<file path="src/rtl/led_breath_pwm.sv">
// PWM dimmer for the led pattern generator. It supports direct pass-through, fixed duty,
// triangular "breathing" with holds, and all-off. Mode and duty take effect only at PWM period boundaries.
module led_breath_pwm #(
    parameter int N_LED        = 4,
    parameter int PWM_BITS     = 8,
    parameter int PRESCALE     = 4,
    parameter int STEP_PERIODS = 2,
    parameter int HOLD_PERIODS = 64
) (
    input  logic                clk,
    input  logic                rst,
    input  logic [N_LED-1:0]    led_in,
    input  logic [1:0]          mode,
    input  logic [PWM_BITS-1:0] duty,
    output logic [N_LED-1:0]    led_out,
    output logic [PWM_BITS-1:0] breath_level,
    output logic                pwm_sync
);

    localparam int PRE_W  = (PRESCALE > 1)     ? $clog2(PRESCALE)     : 1;
    localparam int STEP_W = (STEP_PERIODS > 1) ? $clog2(STEP_PERIODS) : 1;
    localparam int HOLD_W = (HOLD_PERIODS > 1) ? $clog2(HOLD_PERIODS) : 1;

    localparam logic [PRE_W-1:0]    PRE_LAST  = PRE_W'(PRESCALE - 1);
    localparam logic [STEP_W-1:0]   STEP_LAST = STEP_W'(STEP_PERIODS - 1);
    localparam logic [HOLD_W-1:0]   HOLD_LAST = HOLD_W'(HOLD_PERIODS - 1);
    localparam logic [PWM_BITS-1:0] LVL_MAX   = {PWM_BITS{1'b1}};
    localparam logic [PWM_BITS-1:0] LVL_ZERO  = {PWM_BITS{1'b0}};
    localparam logic [PWM_BITS-1:0] LVL_ONE   = PWM_BITS'(1);

    typedef enum logic [1:0] {
        ST_UP      = 2'd0,
        ST_HOLD_HI = 2'd1,
        ST_DOWN    = 2'd2,
        ST_HOLD_LO = 2'd3
    } breath_state_t;

    logic [PRE_W-1:0]    pre_cnt_r;
    logic [PWM_BITS-1:0] pwm_cnt_r;
    logic [1:0]          mode_eff_r;
    logic [PWM_BITS-1:0] duty_eff_r;
    logic [STEP_W-1:0]   step_cnt_r;
    logic [HOLD_W-1:0]   hold_cnt_r;
    breath_state_t       state_r;

    logic                pre_last_s;
    logic                period_end_s;
    logic [PWM_BITS-1:0] lvl_s;
    logic                on_s;
    logic [N_LED-1:0]    led_next_s;

    // Period boundary detection, brightness selection and next LED drive
    always_comb begin
        pre_last_s   = (pre_cnt_r == PRE_LAST);
        period_end_s = pre_last_s && (pwm_cnt_r == LVL_MAX);
        case (mode_eff_r)
            2'd1:    lvl_s = duty_eff_r;
            2'd2:    lvl_s = breath_level;
            default: lvl_s = LVL_ZERO;
        endcase
        on_s = (pwm_cnt_r < lvl_s);
        case (mode_eff_r)
            2'd0:       led_next_s = led_in;
            2'd1, 2'd2: led_next_s = led_in & {N_LED{on_s}};
            default:    led_next_s = {N_LED{1'b0}};
        endcase
    end

    // Prescaler, PWM counter and period-start pulse
    always_ff @(posedge clk) begin
        if (rst) begin
            pre_cnt_r <= {PRE_W{1'b0}};
            pwm_cnt_r <= LVL_ZERO;
            pwm_sync  <= 1'b0;
        end else begin
            pwm_sync <= period_end_s;
            if (pre_last_s) begin
                pre_cnt_r <= {PRE_W{1'b0}};
                pwm_cnt_r <= pwm_cnt_r + LVL_ONE;
            end else begin
                pre_cnt_r <= pre_cnt_r + PRE_W'(1);
            end
        end
    end

    // Boundary-latched mode/duty and the registered LED drive (led_in itself is never latched)
    always_ff @(posedge clk) begin
        if (rst) begin
            mode_eff_r <= 2'd0;
            duty_eff_r <= LVL_ZERO;
            led_out    <= {N_LED{1'b0}};
        end else begin
            led_out <= led_next_s;
            if (period_end_s) begin
                mode_eff_r <= mode;
                duty_eff_r <= duty;
            end
        end
    end

    // Breath envelope FSM; it steps on the old mode_eff when a boundary also latches a new mode
    always_ff @(posedge clk) begin
        if (rst || (mode_eff_r != 2'd2)) begin
            state_r      <= ST_UP;
            breath_level <= LVL_ZERO;
            step_cnt_r   <= {STEP_W{1'b0}};
            hold_cnt_r   <= {HOLD_W{1'b0}};
        end else if (period_end_s) begin
            case (state_r)
                ST_UP: begin
                    if (step_cnt_r == STEP_LAST) begin
                        step_cnt_r <= {STEP_W{1'b0}};
                        if (breath_level != LVL_MAX) begin
                            breath_level <= breath_level + LVL_ONE;
                            if (breath_level == (LVL_MAX - LVL_ONE)) state_r <= ST_HOLD_HI;
                        end else begin
                            state_r <= ST_HOLD_HI;
                        end
                    end else begin
                        step_cnt_r <= step_cnt_r + STEP_W'(1);
                    end
                end
                ST_DOWN: begin
                    if (step_cnt_r == STEP_LAST) begin
                        step_cnt_r <= {STEP_W{1'b0}};
                        if (breath_level != LVL_ZERO) begin
                            breath_level <= breath_level - LVL_ONE;
                            if (breath_level == LVL_ONE) state_r <= ST_HOLD_LO;
                        end else begin
                            state_r <= ST_HOLD_LO;
                        end
                    end else begin
                        step_cnt_r <= step_cnt_r + STEP_W'(1);
                    end
                end
                ST_HOLD_HI, ST_HOLD_LO: begin
                    if (hold_cnt_r == HOLD_LAST) begin
                        hold_cnt_r <= {HOLD_W{1'b0}};
                        state_r    <= (state_r == ST_HOLD_HI) ? ST_DOWN : ST_UP;
                    end else begin
                        hold_cnt_r <= hold_cnt_r + HOLD_W'(1);
                    end
                end
                default: begin
                    state_r      <= ST_UP;
                    breath_level <= LVL_ZERO;
                    step_cnt_r   <= {STEP_W{1'b0}};
                    hold_cnt_r   <= {HOLD_W{1'b0}};
                end
            endcase
        end
    end

endmodule

</file>
<file path="config.mk">
export PLATFORM = sky130hd
export DESIGN_NAME = led_breath_pwm
export DESIGN_NICKNAME = d
export VERILOG_FILES = /design/src/rtl/led_breath_pwm.sv
export SDC_FILE = /design/constraint.sdc
export NUM_CORES = 1
export LEC_CHECK = 0
export BUFFER_PORTS_ARGS = -buffer_cell sky130_fd_sc_hd__buf_2
export CAP_MARGIN = 20
export CORE_AREA = 2 2 70 89
export CTS_CLUSTER_DIAMETER = 150
export DETAILED_ROUTE_END_ITERATION = 16
export DIE_AREA = 0 0 72 91
export GPL_TIMING_DRIVEN = 0
export PLACE_DENSITY = 0.6
export SKIP_CTS_REPAIR_TIMING = 1
export SLEW_MARGIN = 25
export SYNTH_ARGS = -nofsm -noshare
export SYNTH_HDL_FRONTEND = slang
export SYNTH_SLANG_ARGS = --single-unit
</file>
<file path="constraint.sdc">
create_clock -name clk -period 2.8 [get_ports clk]
set_input_delay 0.42 -clock clk [delete_from_list [all_inputs] [get_ports clk]]
set_output_delay 0.42 -clock clk [all_outputs]
set_load 0.005 [all_outputs]
</file>
-- Word level (Yosys, flattened, before mapping)
Index checks and enable logic that the tools add are counted.
- RAM bits: 0
- logic and storage cells: 69
- output and inout port bits: 13
- flip-flop bits (word level): 42
- input bits: 16
- bits in read-only memories: 0
- latch bits: 0
- memories kept: 0
- div/mod/pow operators: 0
- equality and inequality tests: 19
- reduce and logical (&&, ||, !) cells: 14
- bitwise operators: 1
- multiply operators: 0
- mux-type cells: 18
- $add $sub $neg: 6
- magnitude comparators: 1
- shift-type cells: 0
- operators by type and width (cell ; count):
    $mux 8 ; 4
    $pmux 8 s2 ; 2
    $add 8x1->8 const B ; 2
    $eq 8x8->1 const B ; 2
    $mux 2 ; 8
    $ne 2x2->1 const B ; 6
    $reduce_and 6->1 ; 2
    $eq 2x2->1 const B ; 4
    $eq 8x1->1 const B ; 1
    $lt 8x8->1 ; 1
    $ne 8x8->1 const B ; 1
    $pmux 4 s2 ; 1
    $reduce_bool 8->1 ; 1
    $reduce_or 2->1 ; 4
    $sub 8x1->8 const B ; 1
    $add 6x1->6 const B ; 1
    $eq 6x6->1 const B ; 1
    $mux 6 ; 1
    $ne 3x3->1 const B ; 2
    $pmux 2 s3 ; 1
    $and 4x4->4 ; 1
    $eq 2x1->1 const B ; 2
    $logic_not 2->1 ; 2
    $reduce_and 2->1 ; 2
    other kinds (6) ; 6

-- Depth between registers and ports, before layout
- depth in word-level cells: 5
- gate-level depth with buffers: 10
- mapped depth without buffers: 9

-- Least setup slack after synthesis
OpenSTA, ideal clock, no wires.
- kind: reg2reg
- start point: reg pre_cnt_r[0]
- end point: reg breath_level[7]
- slack: 639 ps
- required time: 2730 ps
- arrival: 2091 ps
- clock period less this slack: 2161 ps
- cell stages (with the launch flop): 9
- buffers on the path: 2
- setup time: 70 ps
- path through: dfxtp_1 ha_1 buf_2 nand4_1 or2_1 buf_6 or4_4 or3_1 a21oi_1
- cells in the longest elaborated chain, start to end: 3
- RTL lines (what ; line ; source):
    from (decl) ; 38 ; logic [PRE_W-1:0] pre_cnt_r;
    from (signal assigned) ; 72 ; pre_cnt_r <= {PRE_W{1'b0}};
    from (signal assigned) ; 78 ; pre_cnt_r <= {PRE_W{1'b0}};
    from (signal assigned) ; 81 ; pre_cnt_r <= pre_cnt_r + PRE_W'(1);
    $eq 2x2->1 ; 54 ; pre_last_s = (pre_cnt_r == PRE_LAST);
    $logic_and 1x1->1 ; 55 ; period_end_s = pre_last_s && (pwm_cnt_r == LVL_MAX);
    $reduce_and 6->1 (no line) ; n/a ;
    to (signal assigned) ; 114 ; breath_level <= breath_level + LVL_ONE;
    to (signal assigned) ; 127 ; breath_level <= breath_level - LVL_ONE;
    to (decl) ; 16 ; output logic [PWM_BITS-1:0] breath_level,
No other way between the ends.
A chain may end at the register's enable or synchronous reset.

-- Worst setup path in the final report
Ends and elaborated chain as after synthesis.

==> run metrics <==
leak pwr 1.01 nW; Crit Path Class reg2reg; cts bufs inserted 5; CTS root buf clkbuf_8; status completed; Worst R2R End breath_level[7]$_SDFFE_PP0P_; Hold Path Depth 2; Tmin final 2.37 ns; nature of the critical path endpoint register; Top FF cell, synth dfxtp_1; setup violators final 0; Initial DRT Pass Iterations 4; Die Wd 72 um; fraction of registers with async set/reset 0; H-Tree Level Count 2; Sw Share 0.209; R2R cell count 8; area grow syn2layout 14.5%; WHS Endpoint led_out[1]$_SDFF_PP0_; Setup Slack @ Placement roughly 0.43 ns; worst vdd ir ~0.00017 V; syn_nets about 310; Initial Util 0.400; Synth Warn # 0; sequential area share after synthesis 0.369; 1st-iter DRT viols 66; FF+latch area about 840 sq um; IO buf count 28; synthesized area 0.00228 sq mm; # fillers 582; Max Freq 421 MHz; simple-gate share of the synthesized area 0.252; Least-Margin Pin Slew 0.600 ns; worst flop-to-flop path startpoint pre_cnt_r[0]$_SDFF_PP0_; sw power 0.000235 W; HPWL after DPL approximately 3900 um; io pins 29; Die Area 0.00655 sq mm; num rows 31; worst-skew pair later-pin latency 0.29 ns; Post-Layout Cell Count roughly 380; min-delay src led_in[1]; Synth Area in XOR/XNOR 0.0538; residual DRC count 0; Yosys cell types 44; Mapped Cells 273; Routed WL 5040 um; Final TNS setup 0 ns; Mean Syn Cell Area 8.35 sq um; reg-to-reg slack, setup 0.43 ns; WL/cell 13.4 um; max-cap violation count 0; Synth Area in Adders 0.126; Critical Path RT 3.03 ns; TritonCTS clock tree done; mux cell area share after synthesis 0.0176; initial antenna violation count 0; Longest Clk Path Bufs 2; vias per inst 5.24; total grt overflow 0; fin nets 347; number of synthesized flops with an enable pin 0; first-pass GRT wire length 8490 um; CP Max Fanout 10; ant diodes 0; Gate power share 0.030; Critical Path Source Type register; Die Ht 91 um; Yosys reg bits 42; crit path DAT roughly 2.6 ns; RSZ-0062 raised after global routing false; internal power 0.000885 W; DR vias 1964; Worst Setup Slack, final approximately 0.43 ns; RePlAce Congestion 0.835; Multi-input gate area about 0.0013 sq mm; CTS sink count 42; CORE AREA 0.00570 sq mm; Worst-path clk slew roughly 0.08 ns; PD cells 429 mW/mm^2; total placed cells including tap cells 367; Clock Skew 0.00342 ns; post-synthesis compound-gate area fraction 0.141; final period utilization 0.848; largest family of logic cells by synthesized area simple AND/OR/NAND/NOR gates; Hold Vio Cnt, Final 0; GRT Overall Usage 0.164; DRT antenna net count 0; pin count of the biggest net entering global routing 14; sequential share of power 0.543; Clock power frac 0.427; Slew HR 0.597; ratio of cells with drive above 1 in the final layout 0.142; HP Class in2reg; Slew Viols, Final 0; number of global-route vias before repair 1832
[per-layer routing]
metal / share of wire / track usage / up-vias
met3: 0.034 / 0.0400 / 12
met5: 0 / 0 / -
met1: 0.44 / 0.190 / 891
li1: - / - / 1021
met4: 0.038 / 0.0786 / 0
met2: 0.49 / 0.277 / 40
[layout by cell type (no fill, tap or decap), types with 2 or more instances in the layout]
cell	Yosys	final
xor2_1	6	6
a22o_1	7	7
or3_1	6	6
nor3_1	7	7
nor2_1	30	30
clkbuf_8	0	5
a22oi_1	2	2
nand4_1	5	5
buf_2	2	30
and3_1	7	7
nand3_1	6	6
dfxtp_1	42	42
o2111ai_1	2	2
inv_1	7	7
nor4_1	2	2
ha_1	23	23
nor3b_1	2	2
xnor2_1	8	8
a2111oi_0	2	2
clkinv_2	0	2
clkbuf_1	12	12
nand2_1	42	42
o21ai_0	6	6
a211oi_1	2	2
mux2i_1	4	4
a21oi_1	20	20
nand2b_1	2	2
[cell type report]
class                      count  share of cell area
clock buffer                   5              0.0264
timing repair buffer          28              0.0537
clock inverter                 3              0.0153
buffer                        15              0.0254
multi-input combinational    209               0.516
tap                           66              0.0316
inverter                       7              0.0101
sequential                    42               0.322
[power groups by stage]
stage                     clock network, W  registers (W)  logic [W]
after floorplan                          0       0.000623  0.0000157
after detailed placement                 0       0.000623  0.0000341
after CTS                         0.000495       0.000608  0.0000342
after global routing              0.000521       0.000610  0.0000391
final                             0.000478       0.000608  0.0000338
after global placement                   0       0.000622  0.0000336
[registers in the layout, indices dropped and copies added, names as in the netlist]
register      cells
breath_level      8
duty_eff_r        8
hold_cnt_r        6
led_out           4
mode_eff_r        2
pre_cnt_r         2
pwm_cnt_r         8
pwm_sync          1
state_r           2
step_cnt_r        1
[synthesized netlist by cell type, drive strengths merged (7+ instances only)]
cell type   n  share of area
dfxtp      42           0.37
and3        7          0.019
nor2       30          0.049
a21oi      20          0.044
ha         23           0.13
inv         7          0.012
a22o        7          0.027
nor3        7          0.015
nand2      42          0.069
xnor2       8          0.031
clkbuf     12          0.020
[kinds of logic after synthesis]
| kind of cell | Yosys count |
|---|---|
| AO/OA/AOI/OAI | 49 |
| multiplexers | 4 |
| buffers and inverters | 22 |
| XOR/XNOR | 14 |
| AND/OR/NAND/NOR | 119 |
| flip-flops | 42 |
| adder cells (fa/ha/maj) | 23 |
[per-stage QoR]
stage          power [W]   util  hold slack, ns  instance area, sq um
2_1_floorplan   0.000638      -           0.404                  2280
3_3_place_gp    0.000656  0.439           0.415                  2500
3_5_place_dp    0.000657  0.439           0.424                  2500
4_1_cts          0.00114  0.458           0.337                  2610
5_1_grt          0.00117  0.458           0.343                  2610
6_report         0.00112  0.458           0.346                  2610
[worst max-delay path by stage]
stage | slack, ns | endpoint | from
4_1_cts | 0.41 | breath_level[7]$_SDFFE_PP0P_ | pre_cnt_r[0]$_SDFF_PP0_
5_1_grt | 0.28 | breath_level[7]$_SDFFE_PP0P_ | pre_cnt_r[0]$_SDFF_PP0_
2_1_floorplan | 0.64 | breath_level[7]$_SDFFE_PP0P_ | pre_cnt_r[0]$_SDFF_PP0_
3_5_place_dp | 0.43 | breath_level[7]$_SDFFE_PP0P_ | pre_cnt_r[0]$_SDFF_PP0_
6_report | 0.43 | breath_level[7]$_SDFFE_PP0P_ | pre_cnt_r[0]$_SDFF_PP0_
3_3_place_gp | 0.48 | breath_level[7]$_SDFFE_PP0P_ | pre_cnt_r[0]$_SDFF_PP0_
[critical path: stages (launching register included)]
cell and delay [ns]:
dfxtp_1 0.34, ha_1 0.14, buf_2 0.18, nand4_1 0.16, or2_1 0.25, buf_6 0.14, or4_4 0.57, or3_1 0.37
a21oi_1 0.14
Power figures use the tool's default switching activity.
